File: src/rtl/usb_rx_bit_decoder.sv
// -----------------------------------------------------------------------------
// usb_rx_bit_decoder
//
// Full-speed USB receive bit layer. Recovers bit timing from the synchronised
// D+/D- pair by free-running a per-bit clock counter that realigns on every
// D+ edge. It samples once per bit, undoes NRZI, removes stuffed bits and
// assembles bytes LSB first. It also reports end-of-packet (SE0) and
// bit-stuffing violations.
//
// Parameters
//   CLKS_PER_BIT  system clocks per USB bit (96 MHz / 12 Mbps = 8)
//   SAMPLE_POINT  bit_cnt value at which the line is sampled (0..CLKS_PER_BIT-1)
//
// Ports
//   clk           system clock, rising edge
//   n_rst         asynchronous active-low reset
//   d_plus_sync   synchronised D+
//   d_minus_sync  synchronised D-
//   enable        low holds the receiver idle
//   rx_byte       last completed byte
//   byte_ready    one-cycle pulse when rx_byte updates
//   shift_strobe  one-cycle pulse per unstuffed data bit
//   decoded_bit   NRZI-decoded value of the last sampled bit
//   eop           one-cycle pulse when SE0 is sampled while receiving
//   stuff_error   one-cycle pulse on a bit-stuffing violation
//   busy          high whenever the FSM is not IDLE
// -----------------------------------------------------------------------------
module usb_rx_bit_decoder #(
    parameter int CLKS_PER_BIT = 8,
    parameter int SAMPLE_POINT = 3
) (
    input  logic       clk,
    input  logic       n_rst,
    input  logic       d_plus_sync,
    input  logic       d_minus_sync,
    input  logic       enable,
    output logic [7:0] rx_byte,
    output logic       byte_ready,
    output logic       shift_strobe,
    output logic       decoded_bit,
    output logic       eop,
    output logic       stuff_error,
    output logic       busy
);

    localparam int CW = (CLKS_PER_BIT > 1) ? $clog2(CLKS_PER_BIT) : 1;
    localparam logic [CW-1:0] CNT_MAX = CW'(CLKS_PER_BIT - 1);
    localparam logic [CW-1:0] SAMPLE  = CW'(SAMPLE_POINT);

    typedef enum logic [1:0] {
        IDLE     = 2'd0,
        RECEIVE  = 2'd1,
        WAIT_EOP = 2'd2,
        EOP_J    = 2'd3
    } state_t;

    state_t        state_q, state_d;
    logic [CW-1:0] bit_cnt_q, bit_cnt_d;
    logic [2:0]    ones_cnt_q, ones_cnt_d;
    logic [2:0]    bit_idx_q, bit_idx_d;
    logic          prev_sample_q, prev_sample_d;   // line level of last sample, 1 = J
    logic [7:0]    shift_reg_q, shift_reg_d;
    logic [7:0]    rx_byte_q, rx_byte_d;
    logic          byte_ready_q, byte_ready_d;
    logic          shift_strobe_q, shift_strobe_d;
    logic          decoded_bit_q, decoded_bit_d;
    logic          eop_q, eop_d;
    logic          stuff_error_q, stuff_error_d;

    // Previous-clock line history. dp_prev_q drives resync; j_seen_q arms the
    // start-of-packet detector. j_seen_q resets to 0 so a line that is already
    // K when reset is released cannot be mistaken for a fresh J->K edge.
    logic          dp_prev_q;
    logic          j_seen_q;

    // SE1 carries D+ high, so "line is J" reduces to D+ alone.
    logic          line_j;
    logic          line_k;
    logic          line_se0;
    logic          dp_changed;
    logic          sample_now;
    logic          sample_bit;
    logic [CW-1:0] cnt_next;
    logic [7:0]    byte_next;

    assign line_j     = d_plus_sync;
    assign line_k     = !d_plus_sync && d_minus_sync;
    assign line_se0   = !d_plus_sync && !d_minus_sync;
    assign dp_changed = (d_plus_sync != dp_prev_q);
    assign sample_now = (bit_cnt_q == SAMPLE);

    // NRZI: no level change means 1.
    assign sample_bit = (d_plus_sync == prev_sample_q);
    assign byte_next  = {sample_bit, shift_reg_q[7:1]};

    // An edge on D+ realigns the bit clock and takes priority over counting.
    assign cnt_next = dp_changed           ? '0 :
                      (bit_cnt_q == CNT_MAX) ? '0 :
                      bit_cnt_q + CW'(1);

    always_comb begin
        state_d        = state_q;
        bit_cnt_d      = bit_cnt_q;
        ones_cnt_d     = ones_cnt_q;
        bit_idx_d      = bit_idx_q;
        prev_sample_d  = prev_sample_q;
        shift_reg_d    = shift_reg_q;
        rx_byte_d      = rx_byte_q;
        decoded_bit_d  = decoded_bit_q;
        byte_ready_d   = 1'b0;
        shift_strobe_d = 1'b0;
        eop_d          = 1'b0;
        stuff_error_d  = 1'b0;

        if (!enable) begin
            state_d       = IDLE;
            bit_cnt_d     = '0;
            ones_cnt_d    = '0;
            bit_idx_d     = '0;
            prev_sample_d = 1'b1;
        end else begin
            case (state_q)
                IDLE: begin
                    bit_cnt_d     = '0;
                    ones_cnt_d    = '0;
                    bit_idx_d     = '0;
                    prev_sample_d = 1'b1;
                    if (j_seen_q && line_k) begin
                        state_d = RECEIVE;
                    end
                end

                RECEIVE: begin
                    bit_cnt_d = cnt_next;
                    if (sample_now) begin
                        if (line_se0) begin
                            // End of packet: any partial byte is dropped.
                            eop_d      = 1'b1;
                            bit_idx_d  = '0;
                            ones_cnt_d = '0;
                            state_d    = EOP_J;
                        end else begin
                            decoded_bit_d = sample_bit;
                            prev_sample_d = d_plus_sync;
                            if (ones_cnt_q == 3'd6) begin
                                // Stuffed bit: never shifted, must be a 0.
                                ones_cnt_d = '0;
                                if (sample_bit) begin
                                    stuff_error_d = 1'b1;
                                    bit_idx_d     = '0;
                                    state_d       = WAIT_EOP;
                                end
                            end else begin
                                shift_strobe_d = 1'b1;
                                shift_reg_d    = byte_next;
                                ones_cnt_d     = sample_bit ? ones_cnt_q + 3'd1 : 3'd0;
                                bit_idx_d      = bit_idx_q + 3'd1;
                                if (bit_idx_q == 3'd7) begin
                                    rx_byte_d    = byte_next;
                                    byte_ready_d = 1'b1;
                                end
                            end
                        end
                    end
                end

                WAIT_EOP: begin
                    // Keep bit timing alive so SE0 is only accepted at a sample point.
                    bit_cnt_d = cnt_next;
                    if (sample_now && line_se0) begin
                        state_d = EOP_J;
                    end
                end

                EOP_J: begin
                    bit_cnt_d = '0;
                    if (line_j) begin
                        state_d       = IDLE;
                        ones_cnt_d    = '0;
                        bit_idx_d     = '0;
                        prev_sample_d = 1'b1;
                    end
                end

                default: begin
                    state_d       = IDLE;
                    bit_cnt_d     = '0;
                    ones_cnt_d    = '0;
                    bit_idx_d     = '0;
                    prev_sample_d = 1'b1;
                end
            endcase
        end
    end

    always_ff @(posedge clk or negedge n_rst) begin
        if (!n_rst) begin
            state_q        <= IDLE;
            bit_cnt_q      <= '0;
            ones_cnt_q     <= '0;
            bit_idx_q      <= '0;
            prev_sample_q  <= 1'b1;
            shift_reg_q    <= '0;
            rx_byte_q      <= '0;
            byte_ready_q   <= 1'b0;
            shift_strobe_q <= 1'b0;
            decoded_bit_q  <= 1'b1;
            eop_q          <= 1'b0;
            stuff_error_q  <= 1'b0;
            dp_prev_q      <= 1'b1;
            j_seen_q       <= 1'b0;
        end else begin
            state_q        <= state_d;
            bit_cnt_q      <= bit_cnt_d;
            ones_cnt_q     <= ones_cnt_d;
            bit_idx_q      <= bit_idx_d;
            prev_sample_q  <= prev_sample_d;
            shift_reg_q    <= shift_reg_d;
            rx_byte_q      <= rx_byte_d;
            byte_ready_q   <= byte_ready_d;
            shift_strobe_q <= shift_strobe_d;
            decoded_bit_q  <= decoded_bit_d;
            eop_q          <= eop_d;
            stuff_error_q  <= stuff_error_d;
            dp_prev_q      <= d_plus_sync;
            j_seen_q       <= line_j;
        end
    end

    assign rx_byte      = rx_byte_q;
    assign byte_ready   = byte_ready_q;
    assign shift_strobe = shift_strobe_q;
    assign decoded_bit  = decoded_bit_q;
    assign eop          = eop_q;
    assign stuff_error  = stuff_error_q;
    assign busy         = (state_q != IDLE);

endmodule

File: config.mk
export PLATFORM = sky130hd
export DESIGN_NAME = usb_rx_bit_decoder
export DESIGN_NICKNAME = d
export VERILOG_FILES = /design/src/rtl/usb_rx_bit_decoder.sv
export SDC_FILE = /design/constraint.sdc
export NUM_CORES = 1
export LEC_CHECK = 0
export BUFFER_PORTS_ARGS = -buffer_cell sky130_fd_sc_hd__buf_2
export CAP_MARGIN = 20
export CORE_ASPECT_RATIO = 0.75
export CORE_UTILIZATION = 60
export DETAILED_ROUTE_END_ITERATION = 10
export PLACE_DENSITY_LB_ADDON = 0.2
export SLEW_MARGIN = 0
export SYNTH_ARGS = -nofsm -noshare
export SYNTH_HDL_FRONTEND = slang
export SYNTH_SLANG_ARGS = --single-unit
File: constraint.sdc
create_clock -name clk -period 3.6 [get_ports clk]
set_input_delay 0.72 -clock clk [delete_from_list [all_inputs] [get_ports clk]]
set_output_delay 0.72 -clock clk [all_outputs]
set_load 0.01 [all_outputs]
==> out/metrics.cfg <==
[timing]
fmax_ghz=0.478
slew_headroom_pct=51.7
finalHoldViolCount=0
rsz0062_at_grt=no
setup_tns_ps=0
hold-worst-slack_ps=413
slew_viol_final=0
skew_ps=5.77
setup_viol=0
tightest_slew_ps=725
final.period_utilization_pct=58.1
min_period_ps=2090

[clock_network]
clockRootBuffer=clkbuf_4
clock_path_buffers=2
cts_tree=built
cts-resized-gates=0
clkTransAtPathRegs_ps=100
numCtsBuffers=5
post_cts_buffers=0
cts.sinks=34
cts_max_level=2
hold_buffers=0
worstSkewPairLatency_ps=350

[setup_path]
cpPeakStageDelay_ps=430
cp_common_cell=inv_1
worstSetupPathType=reg -> out
path_delay_family=flip-flops
path_cells=inv_1 -> ha_1 -> inv_1 -> buf_2
cp_num_buf_inv=3
critPathMaxFanout=4
cp_slowest_cell=dfrtp_1
required_ps=2880
arrival_ps=1370
end_kind=primary output
critical_path.startpoint_type=flop

[grt]
antenna_found_initial=0
grt_pass1_wl_mm=4.63
grt-ovfl-total=0
grt_pass1_vias=983
track_usage_pct=23.6
grt_max_degree=35

[yosys]
synth_nets=150
yosysTopAreaCellShare_pct=47.8
ys_seq_area_share_pct=52.7
netlist_instances=133
syn_area_per_cell_um2=12.2
ys_warn_count=0
synth.distinct_cells=34
synthTopCellsByArea=dfrtp_1 48%, ha_1 9.3%, mux2_4 7.4%
synth_top_area_cell=dfrtp_1
synth-seq-cells=34
syn_area_mm2=0.00162

[placement]
port-buffer-count=18
gp_congestion=0.835
hpwl_mm=2.09
placed_area_mm2=0.00175
dp_cells=184

[drt]
drt_first_pass_iters=4
routedWlPerCell_um=14.9
viasPerCell=5.36
drtAntennaViolNets=0
drc=0
wl_mm=2.86
vias=1030
drt-initial-drc-count=53

[cells_and_area]
fin_nets=174
num_antenna_cells=0
drive_above_1_share_pct=27.8
layout.cells.non_filler=192
fillers=156
syn2layout_area_growth_pct=12.5
fin_area_mm2=0.00182

[run_status]
outcome=finished, final reports clean

[floorplan]
die_area_mm2=0.00292
num_io_pins=19
die_w_um=62.0
start_util_pct=67.0
fp.coreArea_mm2=0.00242
die_h_um=47.0
rows=15

[pwr]
cellPowerDensity_mw_per_mm2=525
leakagePower_nw=0.967
peakVddDrop_mv=0.342
finalPower_mw=0.958

[run]
drv_cap=0

[min_path]
hold_path.class=in -> async

## cell type report
| class | instances | area [um2] | area share (%) |
|---|---|---|---|
| clock buffers | 5 | 37.5 | 2.06 |
| clock inverters | 3 | 40.0 | 2.19 |
| inverters | 8 | 35.0 | 1.92 |
| multi-input cells | 90 | 724 | 39.7 |
| flip-flops and latches | 34 | 855 | 46.8 |
| well taps | 34 | 42.5 | 2.33 |
| repair buffers | 18 | 90.1 | 4.94 |
## final timing paths
path | startpoint | to | slack, ps | cells past startpoint
setup / recovery | state_q[1] | busy | 1510 | 4
hold / removal | n_rst | ones_cnt_q[2] | 410 | 1
setup reg to reg | state_q[1] | bit_idx_q[0] | 1670 | 6
hold reg to reg | bit_cnt_q[0] | bit_cnt_q[0] | 450 | 1
max in group asynchronous | n_rst | bit_cnt_q[1] | 2720 | 1
min in group clk | bit_cnt_q[0] | bit_cnt_q[0] | 450 | 1
## state kept, by name (all words and copies together), names as in the netlist, 2 cells and up
name         cells
shift_reg_q      7
ones_cnt_q       3
bit_cnt_q        3
state_q          2
rx_byte          8
bit_idx_q        3
## synthesized netlist by cell type
master,number
a21bo_2,1
a22o_1,2
a2bb2oi_1,1
and3_1,1
buf_4,1
clkinv_4,1
dfrtp_1,31
dfstp_2,3
ha_1,12
inv_1,7
mux2_2,1
mux2_4,8
mux2i_1,2
nand2_1,26
nand2_8,1
nand2b_1,2
nand3_1,3
nand3_4,1
nor2_1,1
nor2b_1,2
nor3_1,3
nor3b_1,2
nor4b_1,2
nor4bb_1,1
o2111ai_1,1
o211a_4,1
o21ai_0,8
o22ai_1,1
o2bb2ai_1,1
o31a_1,1
o31ai_4,1
or3_1,1
xnor2_1,2
xor2_1,1
## power by group
part	internal, mW	switching (mW)	total, mW
clock network	0.144	0.128	0.272
logic	0.103	0.147	0.250
registers	0.414	0.0219	0.436
## kinds of logic (layout without fill, tap and decap cells)
kind of cell               after synthesis  count (layout)  share of synthesized area, %
xor gates and xnor gates                 3               3                          1.62
muxes                                   11              11                          9.34
buffers and inverters                    9              34                          2.62
adders and majority gates               12              12                          9.26
and+or+nand+nor                         46              46                          15.4
DFF                                     34              34                          52.7
AOI/OAI and AO/OA                       18              18                          9.11
## cell usage in the layout, fill, tap and decap left out, types with 2 or more instances in the layout
cell type,instances
a22o_1,2
buf_2,18
clkbuf_4,5
clkinv_2,2
dfrtp_1,31
dfstp_2,3
ha_1,12
inv_1,7
mux2_4,8
mux2i_1,2
nand2_1,26
nand2b_1,2
nand3_1,3
nor2b_1,2
nor3_1,3
nor3b_1,2
nor4b_1,2
o21ai_0,8
xnor2_1,2
## per-layer routing
| layer | global-route usage [%] | wire, um | up-vias |
|---|---|---|---|
| met5 | 0 | 0 | - |
| met4 | 6.67 | 29 | 0 |
| met3 | 9.09 | 151 | 5 |
| met2 | 36.6 | 1310 | 26 |
| met1 | 31.3 | 1370 | 491 |
| li1 | - | - | 508 |
## metrics by stage
stage | util (%) | setup slack (ps)
after floorplan | - | 1710
after global placement | 72.1 | 1560
after detailed placement | 72.1 | 1490
after CTS | 75.3 | 1520
after global routing | 75.3 | 1440
final | 75.3 | 1510
No activity file was read; power rests on OpenSTA's default activity.
